### src/rtl/lcd_ctrl_if.sv
// LSU-side register interface of the HD44780 LCD controller.
//   lcd_wr   : one-cycle strobe, the LSU stored to the LCD register this cycle
//   lcd_word : stored word, [31]=ON, [30]=clear-overflow, [9]=RS, [7:0]=DATA
//   status   : {ON, 27'b0, overflow, pending, busy, 1'b0}, fed to the LSU load mux
// master = LSU, slave = controller.
interface lcd_ctrl_if;
  logic        lcd_wr;
  logic [31:0] lcd_word;
  logic [31:0] status;

  modport master (output lcd_wr, output lcd_word, input status);
  modport slave  (input lcd_wr, input lcd_word, output status);
endinterface

### src/rtl/lcd_ctrl.sv
// HD44780 character LCD write controller.
// Each stored word becomes one timed write cycle: setup, EN pulse, hold, then an execution
// wait whose length depends on whether the command is a slow clear/home. A one-entry buffer
// absorbs a store that arrives while a write is in progress; further stores are dropped and
// flagged by a sticky overflow bit that software clears with a control-only write ([30]=1).
// Ports:
//   i_clk, i_reset : clock, asynchronous active-high reset
//   lsu_io         : LSU register interface (strobe, word, status readback)
//   o_lcd_data     : DB[7:0]
//   o_lcd_rs       : register select
//   o_lcd_rw       : tied 0, write-only
//   o_lcd_en       : enable strobe
//   o_lcd_on       : power/backlight
module lcd_ctrl #(
  parameter int unsigned T_SETUP = 2,
  parameter int unsigned T_EN    = 25,
  parameter int unsigned T_HOLD  = 2,
  parameter int unsigned T_EXEC  = 2000,
  parameter int unsigned T_CLEAR = 82000
) (
  input  logic             i_clk,
  input  logic             i_reset,
  lcd_ctrl_if.slave        lsu_io,
  output logic [7:0]       o_lcd_data,
  output logic             o_lcd_rs,
  output logic             o_lcd_rw,
  output logic             o_lcd_en,
  output logic             o_lcd_on
);

  localparam int unsigned CntW = (T_CLEAR > 1) ? $clog2(T_CLEAR) : 1;

  localparam logic [CntW-1:0] SetupLd = CntW'(T_SETUP - 1);
  localparam logic [CntW-1:0] EnLd    = CntW'(T_EN - 1);
  localparam logic [CntW-1:0] HoldLd  = CntW'(T_HOLD - 1);
  localparam logic [CntW-1:0] ExecLd  = CntW'(T_EXEC - 1);
  localparam logic [CntW-1:0] ClearLd = CntW'(T_CLEAR - 1);

  typedef enum logic [2:0] {StIdle, StSetup, StPulse, StHold, StWait} state_e;

  state_e          state_q;
  logic [CntW-1:0] cnt_q;
  logic [7:0]      data_q;
  logic            rs_q;
  logic            en_q;
  logic            on_q;
  logic            clr_q;       // issued word is clear/home, needs the long wait
  logic            pend_q;
  logic            pend_rs_q;
  logic [7:0]      pend_data_q;
  logic            ovf_q;

  logic            ctrl_wr;
  logic            data_wr;
  logic            idle;
  logic            issue_buf;
  logic            issue_dir;
  logic            buf_wr;
  logic            drop;
  logic            iss_rs;
  logic [7:0]      iss_data;
  logic            unused_word;

  assign unused_word = ^{lsu_io.lcd_word[29:10], lsu_io.lcd_word[8]};

  always_comb begin
    ctrl_wr   = lsu_io.lcd_wr & lsu_io.lcd_word[30];
    data_wr   = lsu_io.lcd_wr & ~lsu_io.lcd_word[30];
    idle      = (state_q == StIdle);
    // The buffered word always goes first; a store in that same cycle refills the slot.
    issue_buf = idle & pend_q;
    issue_dir = idle & ~pend_q & data_wr;
    buf_wr    = data_wr & ((~idle & ~pend_q) | issue_buf);
    drop      = data_wr & ~idle & pend_q;
    iss_rs    = pend_q ? pend_rs_q   : lsu_io.lcd_word[9];
    iss_data  = pend_q ? pend_data_q : lsu_io.lcd_word[7:0];
  end

  always_ff @(posedge i_clk or posedge i_reset) begin
    if (i_reset) begin
      state_q     <= StIdle;
      cnt_q       <= '0;
      data_q      <= '0;
      rs_q        <= 1'b0;
      en_q        <= 1'b0;
      on_q        <= 1'b0;
      clr_q       <= 1'b0;
      pend_q      <= 1'b0;
      pend_rs_q   <= 1'b0;
      pend_data_q <= '0;
      ovf_q       <= 1'b0;
    end else begin
      // Register-side bookkeeping: ON bit, pending slot, sticky overflow.
      if (issue_dir || buf_wr) begin
        on_q <= lsu_io.lcd_word[31];
      end
      if (buf_wr) begin
        pend_q      <= 1'b1;
        pend_rs_q   <= lsu_io.lcd_word[9];
        pend_data_q <= lsu_io.lcd_word[7:0];
      end else if (issue_buf) begin
        pend_q <= 1'b0;
      end
      if (ctrl_wr) begin
        ovf_q <= 1'b0;
      end else if (drop) begin
        ovf_q <= 1'b1;
      end

      // Bus timing FSM, one shared down-counter.
      unique case (state_q)
        StIdle: begin
          if (issue_buf || issue_dir) begin
            rs_q    <= iss_rs;
            data_q  <= iss_data;
            clr_q   <= ~iss_rs & (iss_data[7:2] == 6'd0);
            cnt_q   <= SetupLd;
            state_q <= StSetup;
          end
        end
        StSetup: begin
          if (cnt_q == '0) begin
            cnt_q   <= EnLd;
            en_q    <= 1'b1;
            state_q <= StPulse;
          end else begin
            cnt_q <= cnt_q - 1'b1;
          end
        end
        StPulse: begin
          if (cnt_q == '0) begin
            cnt_q   <= HoldLd;
            en_q    <= 1'b0;
            state_q <= StHold;
          end else begin
            cnt_q <= cnt_q - 1'b1;
          end
        end
        StHold: begin
          if (cnt_q == '0) begin
            cnt_q   <= clr_q ? ClearLd : ExecLd;
            state_q <= StWait;
          end else begin
            cnt_q <= cnt_q - 1'b1;
          end
        end
        StWait: begin
          if (cnt_q == '0) begin
            state_q <= StIdle;
          end else begin
            cnt_q <= cnt_q - 1'b1;
          end
        end
        default: begin
          en_q    <= 1'b0;
          state_q <= StIdle;
        end
      endcase
    end
  end

  assign o_lcd_data    = data_q;
  assign o_lcd_rs      = rs_q;
  assign o_lcd_rw      = 1'b0;
  assign o_lcd_en      = en_q;
  assign o_lcd_on      = on_q;
  assign lsu_io.status = {on_q, 27'b0, ovf_q, pend_q, ~idle, 1'b0};

endmodule

### src/flat_wrapper.sv
// flat-port wrapper written by rule: the top's interface ports become plain ports
module lcd_ctrl_flat 
#(
  parameter int unsigned T_SETUP = 2,
  parameter int unsigned T_EN    = 25,
  parameter int unsigned T_HOLD  = 2,
  parameter int unsigned T_EXEC  = 2000,
  parameter int unsigned T_CLEAR = 82000
)
  (i_clk, i_reset, o_lcd_data, o_lcd_rs, o_lcd_rw, o_lcd_en, o_lcd_on, lsu_io_lcd_wr, lsu_io_lcd_word, lsu_io_status);
  lcd_ctrl_if lsu_io_i ();
  input  logic i_clk;
  input  logic i_reset;
  output logic [7:0] o_lcd_data;
  output logic o_lcd_rs;
  output logic o_lcd_rw;
  output logic o_lcd_en;
  output logic o_lcd_on;
  input wire logic [$bits(lsu_io_i.lcd_wr)-1:0] lsu_io_lcd_wr;
  input wire logic [$bits(lsu_io_i.lcd_word)-1:0] lsu_io_lcd_word;
  output wire logic [$bits(lsu_io_i.status)-1:0] lsu_io_status;
  assign lsu_io_i.lcd_wr = lsu_io_lcd_wr;
  assign lsu_io_i.lcd_word = lsu_io_lcd_word;
  assign lsu_io_status = lsu_io_i.status;
  lcd_ctrl #(.T_SETUP(T_SETUP), .T_EN(T_EN), .T_HOLD(T_HOLD), .T_EXEC(T_EXEC), .T_CLEAR(T_CLEAR)) u_core (.i_clk(i_clk), .i_reset(i_reset), .lsu_io(lsu_io_i), .o_lcd_data(o_lcd_data), .o_lcd_rs(o_lcd_rs), .o_lcd_rw(o_lcd_rw), .o_lcd_en(o_lcd_en), .o_lcd_on(o_lcd_on));
endmodule
### config.mk
export PLATFORM = sky130hd
export DESIGN_NAME = lcd_ctrl_flat
export DESIGN_NICKNAME = d
export VERILOG_FILES = /design/src/rtl/lcd_ctrl_if.sv /design/src/rtl/lcd_ctrl.sv /design/src/flat_wrapper.sv
export SDC_FILE = /design/constraint.sdc
export NUM_CORES = 1
export LEC_CHECK = 0
export CORE_MARGIN = 5
export CORE_UTILIZATION = 48
export DETAILED_ROUTE_END_ITERATION = 10
export PLACE_DENSITY = 0.87
export SYNTH_ARGS = -nofsm -noshare
export SYNTH_HDL_FRONTEND = slang
export SYNTH_SLANG_ARGS = --single-unit
### constraint.sdc
create_clock -name i_clk -period 3.2 [get_ports i_clk]
set_clock_uncertainty 0.1 [all_clocks]
set_input_delay 0.64 -clock i_clk [delete_from_list [all_inputs] [get_ports i_clk]]
set_output_delay 0.64 -clock i_clk [all_outputs]
set_load 0.1 [all_outputs]
* After elaboration in Yosys (flattened, before gate mapping) *
Cells that the tools add are included.

operators by class
  add/subtract/negate cells = 1
  multipliers = 0
  divide/modulo/power cells = 0
  magnitude comparators = 0
  equality and inequality tests = 10
  shift operators = 0
  multiplexer cells = 22
  bitwise gates (word level) = 16
  reduce and logical (&&, ||, !) cells = 13

operators by type and width
  cell                                                 number
  two-way mux 17 bit                                   6
  one-hot mux 17 bit (5 select lines)                  1
  zero test 17 bit                                     1
  subtractor 17 x 1 -> 17 bit, second input constant   1
  two-way mux 3 bit                                    5
  one-hot mux 3 bit (5 select lines)                   1
  bitwise AND 1 bit                                    10
  two-way mux 8 bit                                    1
  != test 2 x 1 -> 1 bit, second input constant        4
  two-way mux 1 bit                                    7
  equality test 3 x 2 -> 1 bit, second input constant  2
  zero test 6 bit                                      1
  AND reduction 3 bit                                  2
  NOT 1 bit                                            5
  AND reduction 5 bit                                  1
  nonzero test 5 bit                                   1
  != test 2 bit, second input constant                 2
  nonzero test 2 bit                                   2
  equality test 3 x 1 -> 1 bit, second input constant  1
  equality test 3 bit, second input constant           1
  zero test 3 bit                                      1
  one-hot mux 1 bit (3 select lines)                   1
  OR reduction 3 bit                                   1
  logical OR 1 bit                                     2
  2 further kinds                                      2

word-level totals
  flip-flop bits (word level) = 43
  bits in latches = 0
  memory bits (writable) = 0
  ROM bits = 0
  input port bits = 35
  output and inout bits = 44
  word-level logic and storage cells = 73
  memories kept = 0

* Depth between registers and ports, before layout *
  depth in word-level cells = 6
  depth in mapped cells = 9
  mapped depth without buffers = 8

* Least setup slack after synthesis *
OpenSTA, ideal clock, no wires.

  kind = reg-to-reg
  from = register u_core.state_q[1]
  to = register u_core.cnt_q[14]
  setup time = 0.124 ns
  arrival = 2.601 ns
  data required time = 2.976 ns
  setup slack = 0.376 ns
  cell stages (with the launch flop) = 9
  path buffers = 1
  period minus slack after synthesis = 2.824 ns
  cells stage by stage = dfrtp_1 -> or3_1 -> clkbuf_1 -> inv_1 -> ha_1 -> a211o_1 -> o211ai_1 -> a21o_1 -> a211o_1

on the way
  word-level cells in the longest chain between the ends = 6
  elaborated cells on any way between the ends = 14
  those cells by class = eq/ne (6); mux (1); bitwise (3); reduce/logical (4)

ends and longest elaborated chain
  item                             RTL line                         RTL
  start, declared                  lcd_ctrl.sv:41                   state_e state_q;
  start signal, assigned           lcd_ctrl.sv:81                   state_q <= StIdle;
  start signal, assigned           lcd_ctrl.sv:118                  state_q <= StSetup;
  start signal, assigned           lcd_ctrl.sv:125                  state_q <= StPulse;
  zero test 3 bit                  lcd_ctrl.sv:69, lcd_ctrl.sv:111
  bitwise AND 1 bit (2 in series)  lcd_ctrl.sv:72                   issue_dir = idle & ~pend_q & data_wr;
  logical OR 1 bit                 lcd_ctrl.sv:113                  if (issue_buf || issue_dir) begin
  != test 2 bit (no line)          --
  AND reduction 3 bit (no line)    --
  end signal, assigned             lcd_ctrl.sv:117                  cnt_q <= SetupLd;
  end signal, assigned             lcd_ctrl.sv:123                  cnt_q <= EnLd;
  end signal, assigned             lcd_ctrl.sv:127                  cnt_q <= cnt_q - 1'b1;
  end, declared                    lcd_ctrl.sv:42                   logic [CntW-1:0] cnt_q;

Several ways; a longest one is shown, not always the timed one.
A chain may end at the register's enable or synchronous reset.

* Worst setup path in the final report *
  from = register u_core.state_q[1]
  to = register u_core.cnt_q[16]

The elaborated chain is that of the path after synthesis.

==> run_results.csv <==
group,metric,value,unit
clock_tree,cts_tree,"done",
detailed_routing,drtIter0Drc,265,
pwr,leakagePower,1.37,nW
layout,fillCellCount,539,
timing,relSlewSlack,0.530,
placement,numPortBuffers,28,
clock_tree,clkTransAtPathRegs,80,ps
timing,tns,0,ps
clock_tree,cts_buffers,5,
timing,report.final.slew_viol_count,0,
global_route,grt_pass1_wl,11100,um
global_route,grt_max_degree,44,
pwr,powerDensity,490,nW/um2
layout,drive_above_1_share,0.146,
synth,syn_inst,313,
job,max-cap-violations,0,
timing,max_freq,0.388,GHz
synth,synth-async-reset-ratio,1.00,
clock_tree,insertion_delay,300,ps
detailed_routing,final_antenna_net_count,0,
synth,synth_top_family_by_area,"simple AND/OR/NAND/NOR gates",
floorplan,io_pins,79,
detailed_routing,wl_per_cell,16.1,um
synth,synth_simple_gate_area_frac,0.200,
timing,setup_violations,0,
synth,yosys_warnings,0,
clock_tree,clockBufferDepth,2,
placement,dp_hpwl,4830,um
clock_tree,postCtsHoldBufs,0,
pwr,ir_worst_vdd,0.631,mV
layout,final_util,0.536,
synth,synth_compound_area_frac,0.193,
detailed_routing,drc,0,
global_route,grt_pass1_vias,2337,
synth,synth_xor_area_frac,0.00930,
synth,synth-edff-count,0,
floorplan,die_y,86.7,um
detailed_routing,dr.pass1.iters,5,
synth,syn-cell-area,2830,um2
timing,grt_setup_unrepaired,"no",
global_route,grt.overflow.total,0,
placement,gp_congestion,0.896,
floorplan,fp.dieW,86.7,um
timing,whs,392,ps
placement,placed_cell_area,3000,um2
layout,fin_area,3120,um2
critical_path,required,3280,ps
critical_path,end_kind,"register",
synth,synth.distinct_cells,60,
floorplan,rows,28,
clock_tree,clock-sinks,43,
layout,synthToLayoutAreaGrowth,10.2,%
floorplan,dieArea,7520,um2
synth,synth_ff_type,"dfrtp_1",
layout,final_net_count,374,
hold_path,hp-class,"reg2reg",
timing,period_share,0.806,
global_route,gr-usage-all-layers,0.183,
synth,seq_area_frac_synth,0.381,
clock_tree,cts_root_buffer,"clkbuf_8",
critical_path,crit_path_max_fanout,7,
clock_tree,h-tree-depth,2,
run_status,status,"complete, no violations",
detailed_routing,num_vias,2383,
detailed_routing,wirelength,6610,um
synth,synthAdderAreaFrac,0.0177,
critical_path,worstSetupPathType,"reg2reg",
timing,hold_viol,0,
clock_tree,post_cts_resized,0,
floorplan,initial_utilization,0.486,
timing,layout_min_cycle_time,2580,ps
critical_path,arrival,2660,ps
pwr,finalPower,1.53,mW
synth,ys_ff_latch,43,
layout,n_antenna_cell,0,
floorplan,core-area,5820,um2
clock_tree,post_cts_buffers,0,
synth,muxShareOfSynthArea,0.0757,
detailed_routing,vias_per_cell,5.80,
critical_path,cp-start-kind,"register",
global_route,antenna_found_initial,0,
timing,worst_pin_slew,699,ps
synth,syn-mean-instance-area,9.03,um2
-- cells by family after synthesis --
| kind of cell | after synthesis |
|---|---|
| and+or+nand+nor | 102 |
| AOI/OAI and AO/OA | 84 |
| buffers and inverters | 56 |
| DFF | 43 |
| muxes | 20 |
| adders and majority gates | 4 |
| xor gates and xnor gates | 3 |
| other | 1 |
-- power breakdown --
part | internal, mW | switching (mW) | leakage [nW] | total, mW
clock | 0.233 | 0.197 | 0.0581 | 0.430
combinational | 0.111 | 0.337 | 0.778 | 0.448
sequential | 0.603 | 0.0449 | 0.533 | 0.648
total | 0.946 | 0.580 | 1.37 | 1.53
-- critical path, stage by stage, from the launching register on --
cell     delay [ps]
dfrtp_1         390
or3_1           470
inv_1           170
ha_1            210
a211o_1         300
o211a_1         360
o21ai_1         120
a221o_1         350
-- metal layers --
metal  wire (um)  vias up  track usage
met4         132        0       0.0666
met3         453       16       0.0418
met5           0        -            0
met2        3280       93        0.304
li1            -     1127            -
met1        2740     1147        0.233
-- synth_stat cells (2+ instances only) --
cell | n | area [um2]
and2_1 | 2 | 12.5
a211oi_1 | 2 | 15.0
a21o_1 | 4 | 30.0
inv_1 | 8 | 30.0
and3_1 | 3 | 18.8
ha_1 | 4 | 50.1
nor3_4 | 2 | 32.5
or3_1 | 3 | 18.8
nor3_1 | 16 | 80.1
nand4_1 | 2 | 12.5
a211o_1 | 2 | 17.5
dfrtp_1 | 43 | 1080
o22ai_1 | 3 | 18.8
o21ai_1 | 18 | 90.1
o2bb2ai_1 | 2 | 17.5
a31oi_1 | 6 | 37.5
nand3_1 | 3 | 15.0
mux2_2 | 11 | 124
buf_6 | 2 | 22.5
buf_2 | 2 | 10.0
xor2_1 | 2 | 17.5
nor2_1 | 15 | 56.3
nor3b_1 | 2 | 15.0
mux2i_1 | 9 | 90.1
buf_4 | 32 | 240
nand2_1 | 31 | 116
o211ai_1 | 3 | 22.5
nor2b_1 | 3 | 18.8
nor4_1 | 3 | 18.8
a221o_1 | 3 | 30.0
a2bb2oi_1 | 3 | 26.3
o21ai_0 | 12 | 60.1
a21oi_1 | 12 | 60.1
a22oi_1 | 3 | 22.5
clkbuf_1 | 11 | 41.3
or4_1 | 6 | 45.0
a32o_1 | 2 | 20.0
-- state kept, by name (all words and copies together), names as in the netlist --
name	cells
u_core.pend_q	1
u_core.o_lcd_rs	1
u_core.ovf_q	1
u_core.o_lcd_data	8
u_core.pend_rs_q	1
u_core.state_q	3
u_core.o_lcd_en	1
u_core.pend_data_q	8
u_core.o_lcd_on	1
u_core.clr_q	1
u_core.cnt_q	17
-- stage by stage --
stage / instances / worst slack (ps)
after floorplan: 341 / 376
after global placement: 403 / 530
after detailed placement: 403 / 431
after CTS: 411 / 642
after global routing: 411 / 497
final: 411 / 621
-- layout make-up --
type | count | area (um2) | share of cell area
tap | 75 | 93.8 | 0.0301
clock buffer | 5 | 68.8 | 0.0221
sequential | 43 | 1080 | 0.345
clock inverter | 3 | 43.8 | 0.0141
multi-input combinational | 242 | 1510 | 0.484
timing repair buffer | 35 | 295 | 0.0948
inverter | 8 | 30.0 | 0.00964
-- layout by cell type (no fill, tap or decap), types with 9 or more instances in the layout --
cell / netlist / final
clkdlybuf4s50_1: 0 / 13
nor3_1: 16 / 16
mux2i_1: 9 / 9
mux2_2: 11 / 11
dfrtp_1: 43 / 43
a21oi_1: 12 / 12
nand2_1: 31 / 31
buf_4: 32 / 22
o21ai_0: 12 / 12
o21ai_1: 18 / 18
nor2_1: 15 / 15
conb_1: 1 / 29
-- worst paths after layout --
check	startpoint	end	slack [ps]	cells past startpoint
hold / removal	u_core.o_lcd_data[7]$_DFFE_PP0P_	u_core.o_lcd_data[7]$_DFFE_PP0P_	390	2
min in group asynchronous	i_reset	u_core.o_lcd_data[3]$_DFFE_PP0P_	670	3
max in group asynchronous	i_reset	u_core.cnt_q[16]$_DFFE_PP0P_	1960	3
setup / recovery	u_core.state_q[1]$_DFFE_PP0P_	u_core.cnt_q[16]$_DFFE_PP0P_	620	7
setup reg to reg	u_core.state_q[1]$_DFFE_PP0P_	u_core.cnt_q[16]$_DFFE_PP0P_	620	7
hold reg to reg	u_core.o_lcd_data[7]$_DFFE_PP0P_	u_core.o_lcd_data[7]$_DFFE_PP0P_	390	2
(Power assumes the default switching activity.)
